**config.mk**
```make
export PLATFORM = sky130hd
export DESIGN_NAME = muldiv_unit_flat
export DESIGN_NICKNAME = d
export VERILOG_FILES = /design/src/rtl/muldiv_pkg.sv /design/src/rtl/muldiv_if.sv /design/src/rtl/muldiv_unit.sv /design/src/flat_wrapper.sv
export SDC_FILE = /design/constraint.sdc
export NUM_CORES = 1
export LEC_CHECK = 0
export BUFFER_PORTS_ARGS = -buffer_cell sky130_fd_sc_hd__buf_2
export CAP_MARGIN = 20
export CORE_AREA = 8 8 242 244
export CTS_CLUSTER_SIZE = 8
export DETAILED_ROUTE_END_ITERATION = 16
export DIE_AREA = 0 0 250 252
export SLEW_MARGIN = 20
export SYNTH_ARGS = -nofsm -noshare
export SYNTH_HDL_FRONTEND = slang
export SYNTH_SLANG_ARGS = --single-unit
```
**constraint.sdc**
```tcl
create_clock -name clk -period 10.2 [get_ports clk]
set_input_delay 0.51 -clock clk [delete_from_list [all_inputs] [get_ports clk]]
set_output_delay 0.51 -clock clk [all_outputs]
set_load 0.01 [all_outputs]
```
**src/rtl/muldiv_pkg.sv**
```systemverilog
// Shared definitions for the iterative multiply/divide unit: RV M-extension
// op encodings and the FSM state type.
package muldiv_pkg;
  localparam logic [2:0] OP_MUL    = 3'd0;
  localparam logic [2:0] OP_MULH   = 3'd1;
  localparam logic [2:0] OP_MULHSU = 3'd2;
  localparam logic [2:0] OP_MULHU  = 3'd3;
  localparam logic [2:0] OP_DIV    = 3'd4;
  localparam logic [2:0] OP_DIVU   = 3'd5;
  localparam logic [2:0] OP_REM    = 3'd6;
  localparam logic [2:0] OP_REMU   = 3'd7;

  typedef enum logic [1:0] {IDLE, CALC, DONE} state_e;
endpackage

```
**src/rtl/muldiv_if.sv**
```systemverilog
// Request/result handshake bundle between a requester (master) and the
// multiply/divide unit (slave).
interface muldiv_if #(parameter int XLEN = 64);
  logic            in_valid;
  logic            in_ready;
  logic [2:0]      in_op;
  logic [XLEN-1:0] in_a;
  logic [XLEN-1:0] in_b;
  logic            out_valid;
  logic            out_ready;
  logic [XLEN-1:0] out_result;
  logic            busy;

  modport master (output in_valid, in_op, in_a, in_b, out_ready,
                  input  in_ready, out_valid, out_result, busy);
  modport slave  (input  in_valid, in_op, in_a, in_b, out_ready,
                  output in_ready, out_valid, out_result, busy);
endinterface

```
**src/rtl/muldiv_unit.sv**
```systemverilog
// Iterative RV M-extension unit: radix-2 shift-add multiply, restoring divide.
// Divider datapath and ops 4..7 are compiled in only with MULDIV_DIV_EN.
module muldiv_unit
  import muldiv_pkg::*;
#(
  parameter int XLEN = 64
) (
  input  logic     clk,
  input  logic     rst,
  muldiv_if.slave  bus
);
  localparam int CW = $clog2(XLEN) + 1;
  localparam logic [XLEN-1:0] MIN_NEG = {1'b1, {(XLEN-1){1'b0}}};

  function automatic logic [XLEN-1:0] cond_neg(input logic [XLEN-1:0] x, input logic en);
    return en ? (~x) + XLEN'(1) : x;
  endfunction

  function automatic logic [2*XLEN-1:0] cond_neg2(input logic [2*XLEN-1:0] x, input logic en);
    return en ? (~x) + (2*XLEN)'(1) : x;
  endfunction

  state_e            state_q, state_d;
  logic [2:0]        op_q, op_d;
  logic              neg_q, neg_d;
  logic [XLEN-1:0]   mcand_q, mcand_d;
  logic [2*XLEN-1:0] acc_q, acc_d;
  logic [CW-1:0]     cnt_q, cnt_d;
  logic [XLEN-1:0]   res_q, res_d;

  logic              a_signed, b_signed, a_neg, b_neg;
  logic [XLEN:0]     mul_sum;
  logic [2*XLEN-1:0] prod;
`ifdef MULDIV_DIV_EN
  logic [XLEN:0]     div_sh, div_diff;
`endif

  always_comb begin
    state_d = state_q;
    op_d    = op_q;
    neg_d   = neg_q;
    mcand_d = mcand_q;
    acc_d   = acc_q;
    cnt_d   = cnt_q;
    res_d   = res_q;
    mul_sum = '0;
    prod    = '0;
`ifdef MULDIV_DIV_EN
    div_sh   = '0;
    div_diff = '0;
`endif
    a_signed = (bus.in_op == OP_MULH) || (bus.in_op == OP_MULHSU) ||
               (bus.in_op == OP_DIV)  || (bus.in_op == OP_REM);
    b_signed = (bus.in_op == OP_MULH) || (bus.in_op == OP_DIV) || (bus.in_op == OP_REM);
    a_neg    = a_signed && bus.in_a[XLEN-1];
    b_neg    = b_signed && bus.in_b[XLEN-1];

    unique case (state_q)
      IDLE: if (bus.in_valid) begin
        op_d  = bus.in_op;
        // remainder follows the dividend; everything else is sign(a)^sign(b)
        neg_d = (bus.in_op == OP_REM) ? a_neg : (a_neg ^ b_neg);
        cnt_d = CW'(XLEN);
        if (!bus.in_op[2]) begin
          mcand_d = cond_neg(bus.in_a, a_neg);
          acc_d   = {{XLEN{1'b0}}, cond_neg(bus.in_b, b_neg)};
          state_d = CALC;
        end else begin
`ifdef MULDIV_DIV_EN
          if (bus.in_b == '0) begin
            res_d   = bus.in_op[1] ? bus.in_a : '1;
            cnt_d   = '0;
            state_d = DONE;
          end else if (!bus.in_op[0] && bus.in_a == MIN_NEG && bus.in_b == '1) begin
            res_d   = bus.in_op[1] ? '0 : bus.in_a;
            cnt_d   = '0;
            state_d = DONE;
          end else begin
            mcand_d = cond_neg(bus.in_b, b_neg);
            acc_d   = {{XLEN{1'b0}}, cond_neg(bus.in_a, a_neg)};
            state_d = CALC;
          end
`else
          res_d   = '0;
          cnt_d   = '0;
          state_d = DONE;
`endif
        end
      end
      CALC: begin
        cnt_d = cnt_q - CW'(1);
`ifdef MULDIV_DIV_EN
        if (op_q[2]) begin
          // acc = {remainder, dividend->quotient}
          div_sh   = {acc_q[2*XLEN-1:XLEN], acc_q[XLEN-1]};
          div_diff = div_sh - {1'b0, mcand_q};
          if (!div_diff[XLEN]) acc_d = {div_diff[XLEN-1:0], acc_q[XLEN-2:0], 1'b1};
          else                 acc_d = {div_sh[XLEN-1:0],   acc_q[XLEN-2:0], 1'b0};
        end else
`endif
        begin
          mul_sum = {1'b0, acc_q[2*XLEN-1:XLEN]} + (acc_q[0] ? {1'b0, mcand_q} : '0);
          acc_d   = {mul_sum, acc_q[XLEN-1:1]};
        end
        if (cnt_q == CW'(1)) begin
          state_d = DONE;
          if (!op_q[2]) begin
            prod  = cond_neg2(acc_d, neg_q);
            res_d = (op_q == OP_MUL) ? prod[XLEN-1:0] : prod[2*XLEN-1:XLEN];
          end
`ifdef MULDIV_DIV_EN
          else if (op_q[1]) res_d = cond_neg(acc_d[2*XLEN-1:XLEN], neg_q);
          else              res_d = cond_neg(acc_d[XLEN-1:0], neg_q);
`endif
        end
      end
      DONE: if (bus.out_ready) state_d = IDLE;
      default: state_d = IDLE;
    endcase
  end

  always_ff @(posedge clk or posedge rst) begin
    if (rst) begin
      state_q <= IDLE;
      op_q    <= '0;
      neg_q   <= 1'b0;
      mcand_q <= '0;
      acc_q   <= '0;
      cnt_q   <= '0;
      res_q   <= '0;
    end else begin
      state_q <= state_d;
      op_q    <= op_d;
      neg_q   <= neg_d;
      mcand_q <= mcand_d;
      acc_q   <= acc_d;
      cnt_q   <= cnt_d;
      res_q   <= res_d;
    end
  end

  assign bus.in_ready   = (state_q == IDLE);
  assign bus.out_valid  = (state_q == DONE);
  assign bus.busy       = (state_q != IDLE);
  assign bus.out_result = res_q;
endmodule

```
**src/flat_wrapper.sv**
```systemverilog
// flat-port wrapper written by rule: the top's interface ports become plain ports
module muldiv_unit_flat import muldiv_pkg::*;
#(
  parameter int XLEN = 64
)
  (clk, rst, bus_in_valid, bus_in_op, bus_in_a, bus_in_b, bus_out_ready, bus_in_ready, bus_out_valid, bus_out_result, bus_busy);
  muldiv_if #(.XLEN(XLEN)) bus_i ();
  input  logic clk;
  input  logic rst;
  input wire logic [$bits(bus_i.in_valid)-1:0] bus_in_valid;
  input wire logic [$bits(bus_i.in_op)-1:0] bus_in_op;
  input wire logic [$bits(bus_i.in_a)-1:0] bus_in_a;
  input wire logic [$bits(bus_i.in_b)-1:0] bus_in_b;
  input wire logic [$bits(bus_i.out_ready)-1:0] bus_out_ready;
  output wire logic [$bits(bus_i.in_ready)-1:0] bus_in_ready;
  output wire logic [$bits(bus_i.out_valid)-1:0] bus_out_valid;
  output wire logic [$bits(bus_i.out_result)-1:0] bus_out_result;
  output wire logic [$bits(bus_i.busy)-1:0] bus_busy;
  assign bus_i.in_valid = bus_in_valid;
  assign bus_i.in_op = bus_in_op;
  assign bus_i.in_a = bus_in_a;
  assign bus_i.in_b = bus_in_b;
  assign bus_i.out_ready = bus_out_ready;
  assign bus_in_ready = bus_i.in_ready;
  assign bus_out_valid = bus_i.out_valid;
  assign bus_out_result = bus_i.out_result;
  assign bus_busy = bus_i.busy;
  muldiv_unit #(.XLEN(XLEN)) u_core (.clk(clk), .rst(rst), .bus(bus_i));
endmodule
```
==> metrics.txt <==
status=finished clean; CP max FO=65; Compound-Gate Fraction of Synth Area=27.51%; largest net degree at the start of global routing=160; main combinational cell family by area after synthesis=compound AO/OA/AOI/OAI gates; CP max stage cell=nor4_1; number of synthesized register bits=269; origin of the critical flop-to-flop path=u_core.acc_q[0]; CP dominant cell by count=o21ai_0; port buffer count=201; Worst EP required=10.64 ns; CP Data Arrival Time=6.52 ns; Peak VDD IR=0.1379 mV; CTS root buffer=clkbuf_16; Core ar.=0.05466 mm²; DRC=0; xor/xnor share of the synthesized area=10.67%; post-synthesis cell type with the largest combined area=dfrtp_1; slowest stage delay, CP=0.79 ns; Final Cycle Share=59.70%; Clock Latency Late Sink=0.57 ns; sequential-to-total area share from yosys stat=31.19%; fmax=164.2 MHz; share of cells above drive strength 1=11.34%; most common cell after layout, fill and taps aside=nand2_1; DIE HEIGHT=252 µm; Num CTS Buffers=40; clock transition at the registers of the reported paths=0.06 ns; Die Width=250 µm; Critical Path Stages=17; 1st-iter DRT viols=1,718; Slew headroom=32.89%; R2R cell count=17; share of synthesized registers carrying an async set or reset=100.0%; Post-Synth Adder-Cell Area=4.093%; P&R area growth vs syn=12.25%; CP startpoint=u_core.acc_q[0]; gr ovfl total=0; Reg2Reg Capture Point=u_core.bus.out_result[55]; H-tree Lvls=2; r2r setup slk=4.11 ns; CTS tree=done; clock buffer depth=3; Synth Area in Simple Gates=22.51%; global placer's final weighted congestion=0.9734; count of cell types in the netlist=89; row cnt=86; worst path bufs/invs=2; post-CTS setup buffer count=0; top-area cell type share of the netlist area=31.19%; Final #Nets=3,055; routed length per instance=21.95 µm; Final Skew=0.01783 ns; hpwl dp=60,300 µm; ANT cells=0; hold_ws=0.08004 ns; final instance area=0.02423 mm²; crit-path cells=buf_4, and2_1, ha_1, inv_1, fa_1, nor2b_1, o31a_1, o21ai_1, a211oi_2, o21ai_0, a221oi_1, nand3b_1, nor4_1, nand4_1, mux2i_1, a2111oi_0, o21ai_0; first-pass GRT wire length=120,600 µm; most frequent cells in the layout=nand2_1 (293), dfrtp_1 (268), a21oi_1 (266); Filler cells=5,536; EDFF count, synth=0; hold crit path type=in -> async; max-slew violation count=0; mean post-synth cell area=7.889 µm²; I/O Pins=202; min cycle time layout=6.090 ns; Post-CTS Resized=0; static leakage=10.28 nW; top post-synthesis cells by area=dfrtp_1 (31%), a21oi_1 (6.2%), o21ai_0 (5.8%), xor2_1 (5.6%), nand2_1 (5.1%); Power Density=326.1 mW/mm²; TritonRoute pass-1 iters=6; mux contribution to synthesized area=0.6145%; via count=21,570; Sink Count=269; placed cell areas=0.02314 mm²; Fin. Hold Viols=0; Max-Cap Viols=0; Largest delay share family, worst path=compound AO/OA/AOI/OAI gates; Via density=6.057; Startpoint Class=register; Final ANT Viol Nets=0; die area=0.06300 mm²; nature of the critical path endpoint=register; cts hold-fix bufs=0; Yosys Warn Count=0; gr usage total=23.86%; initial core utilization=39.48%; synthesized area=0.02158 mm²; crit path to=u_core.bus.out_result[55]; setup tns final=0 ns; antenna violations before repair=0; number of global-route vias before repair=20,960; RSZ-0062 raised after global routing=no; actual slew at the worst max-slew pin=1.007 ns; Crit Path Class=reg -> reg; Main synth FF type=dfrtp_1; syn nets=2,941; final wirelength=78,160 µm; Final setup violation count=0; Syn Inst Count=2,736
==> metrics by stage <==
step	util (%)	setup slack (ns)	std cells	power, W
after floorplan	-	2.280	2736	0.005140
after global placement	42.34	4.427	3511	0.006611
after detailed placement	42.34	4.182	3511	0.006657
after CTS	44.29	4.146	3560	0.007906
after global routing	44.32	3.423	3561	0.008495
final	44.32	4.110	3561	0.007901
==> Yosys cell counts (16+ instances only) <==
master,n
inv_1,42
and2_1,83
nor4_1,35
a21o_1,30
clkbuf_1,143
dfrtp_1,269
a211oi_1,18
xnor2_1,124
a22oi_1,28
a21oi_1,266
nand2b_1,20
nand2_1,293
o21ai_0,248
a22o_1,67
o21ai_1,48
o41ai_1,34
nor2_1,263
xor2_1,139
o31ai_1,50
or4_1,27
nor3_1,51
ha_1,69
a31oi_1,19
nand4_1,34
nand3_1,31
or2_2,16
or3_1,53
o211ai_1,17
==> per-layer routing <==
layer	GRT usage (%)	vias up	wire length [µm]
met3	3.066	137	3882
met2	42.11	615	38850
li1	-	10250	-
met4	9.910	0	3248
met1	29.20	10570	32170
met5	0	-	0
==> area by class of cell <==
type	instances	area, µm²	area share (%)
clock buffers	45	1030	4.250
clock inverters	4	35.03	0.1446
inverters	42	165.2	0.6817
multi-input cells	2271	14170	58.49
flip-flops and latches	269	6733	27.79
well taps	704	880.8	3.636
repair buffers	226	1214	5.009
==> where the power goes <==
part / total [W] / leakage (nW) / switching, W / internal, W
combinational: 0.00467 / 6.34 / 0.00300 / 0.00167
clock: 0.00121 / 0.524 / 0.000503 / 0.000705
sequential: 0.00203 / 3.41 / 0.000495 / 0.00153
total: 0.00790 / 10.3 / 0.00399 / 0.00391
==> cell families (layout without fill, tap and decap cells) <==
kind of cell               after synthesis  count (layout)
and+or+nand+nor                        984             984
AOI/OAI and AO/OA                      941             941
buffers and inverters                  196             317
muxes                                   13              13
adders and majority gates               70              70
DFF                                    269             269
xor gates and xnor gates               263             263
==> worst register-to-register path, stage by stage (launching register included) <==
cell and delay [ns]:
dfrtp_1 0.32, buf_4 0.42, and2_1 0.23, ha_1 0.19, inv_1 0.06, fa_1 0.40, nor2b_1 0.23, o31a_1 0.33
o21ai_1 0.31, a211oi_2 0.65, o21ai_0 0.19, a221oi_1 0.54, nand3b_1 0.35, nor4_1 0.79, nand4_1 0.24, mux2i_1 0.17
a2111oi_0 0.41, o21ai_0 0.15
==> state kept, by name, indices dropped and copies added (netlist names) <==
signal / flops
u_core.acc_q: 128
u_core.bus.out_result: 64
u_core.mcand_q: 64
u_core.cnt_q: 7
u_core.op_q: 3
u_core.state_q: 2
u_core.neg_q: 1
==> worst min-delay path by stage <==
stage,cells past startpoint,slack [ns],to,start
after detailed placement,1,0.47,u_core.cnt_q[5],u_core.cnt_q[5]
after global routing,2,0.17,u_core.mcand_q[62],rst
final,2,0.08,u_core.mcand_q[62],rst
after global placement,1,0.46,u_core.cnt_q[5],u_core.cnt_q[5]
after CTS,2,0.14,u_core.mcand_q[63],rst
after floorplan,1,0.44,u_core.cnt_q[5],u_core.cnt_q[5]
No activity file was read; power rests on OpenSTA's default activity.
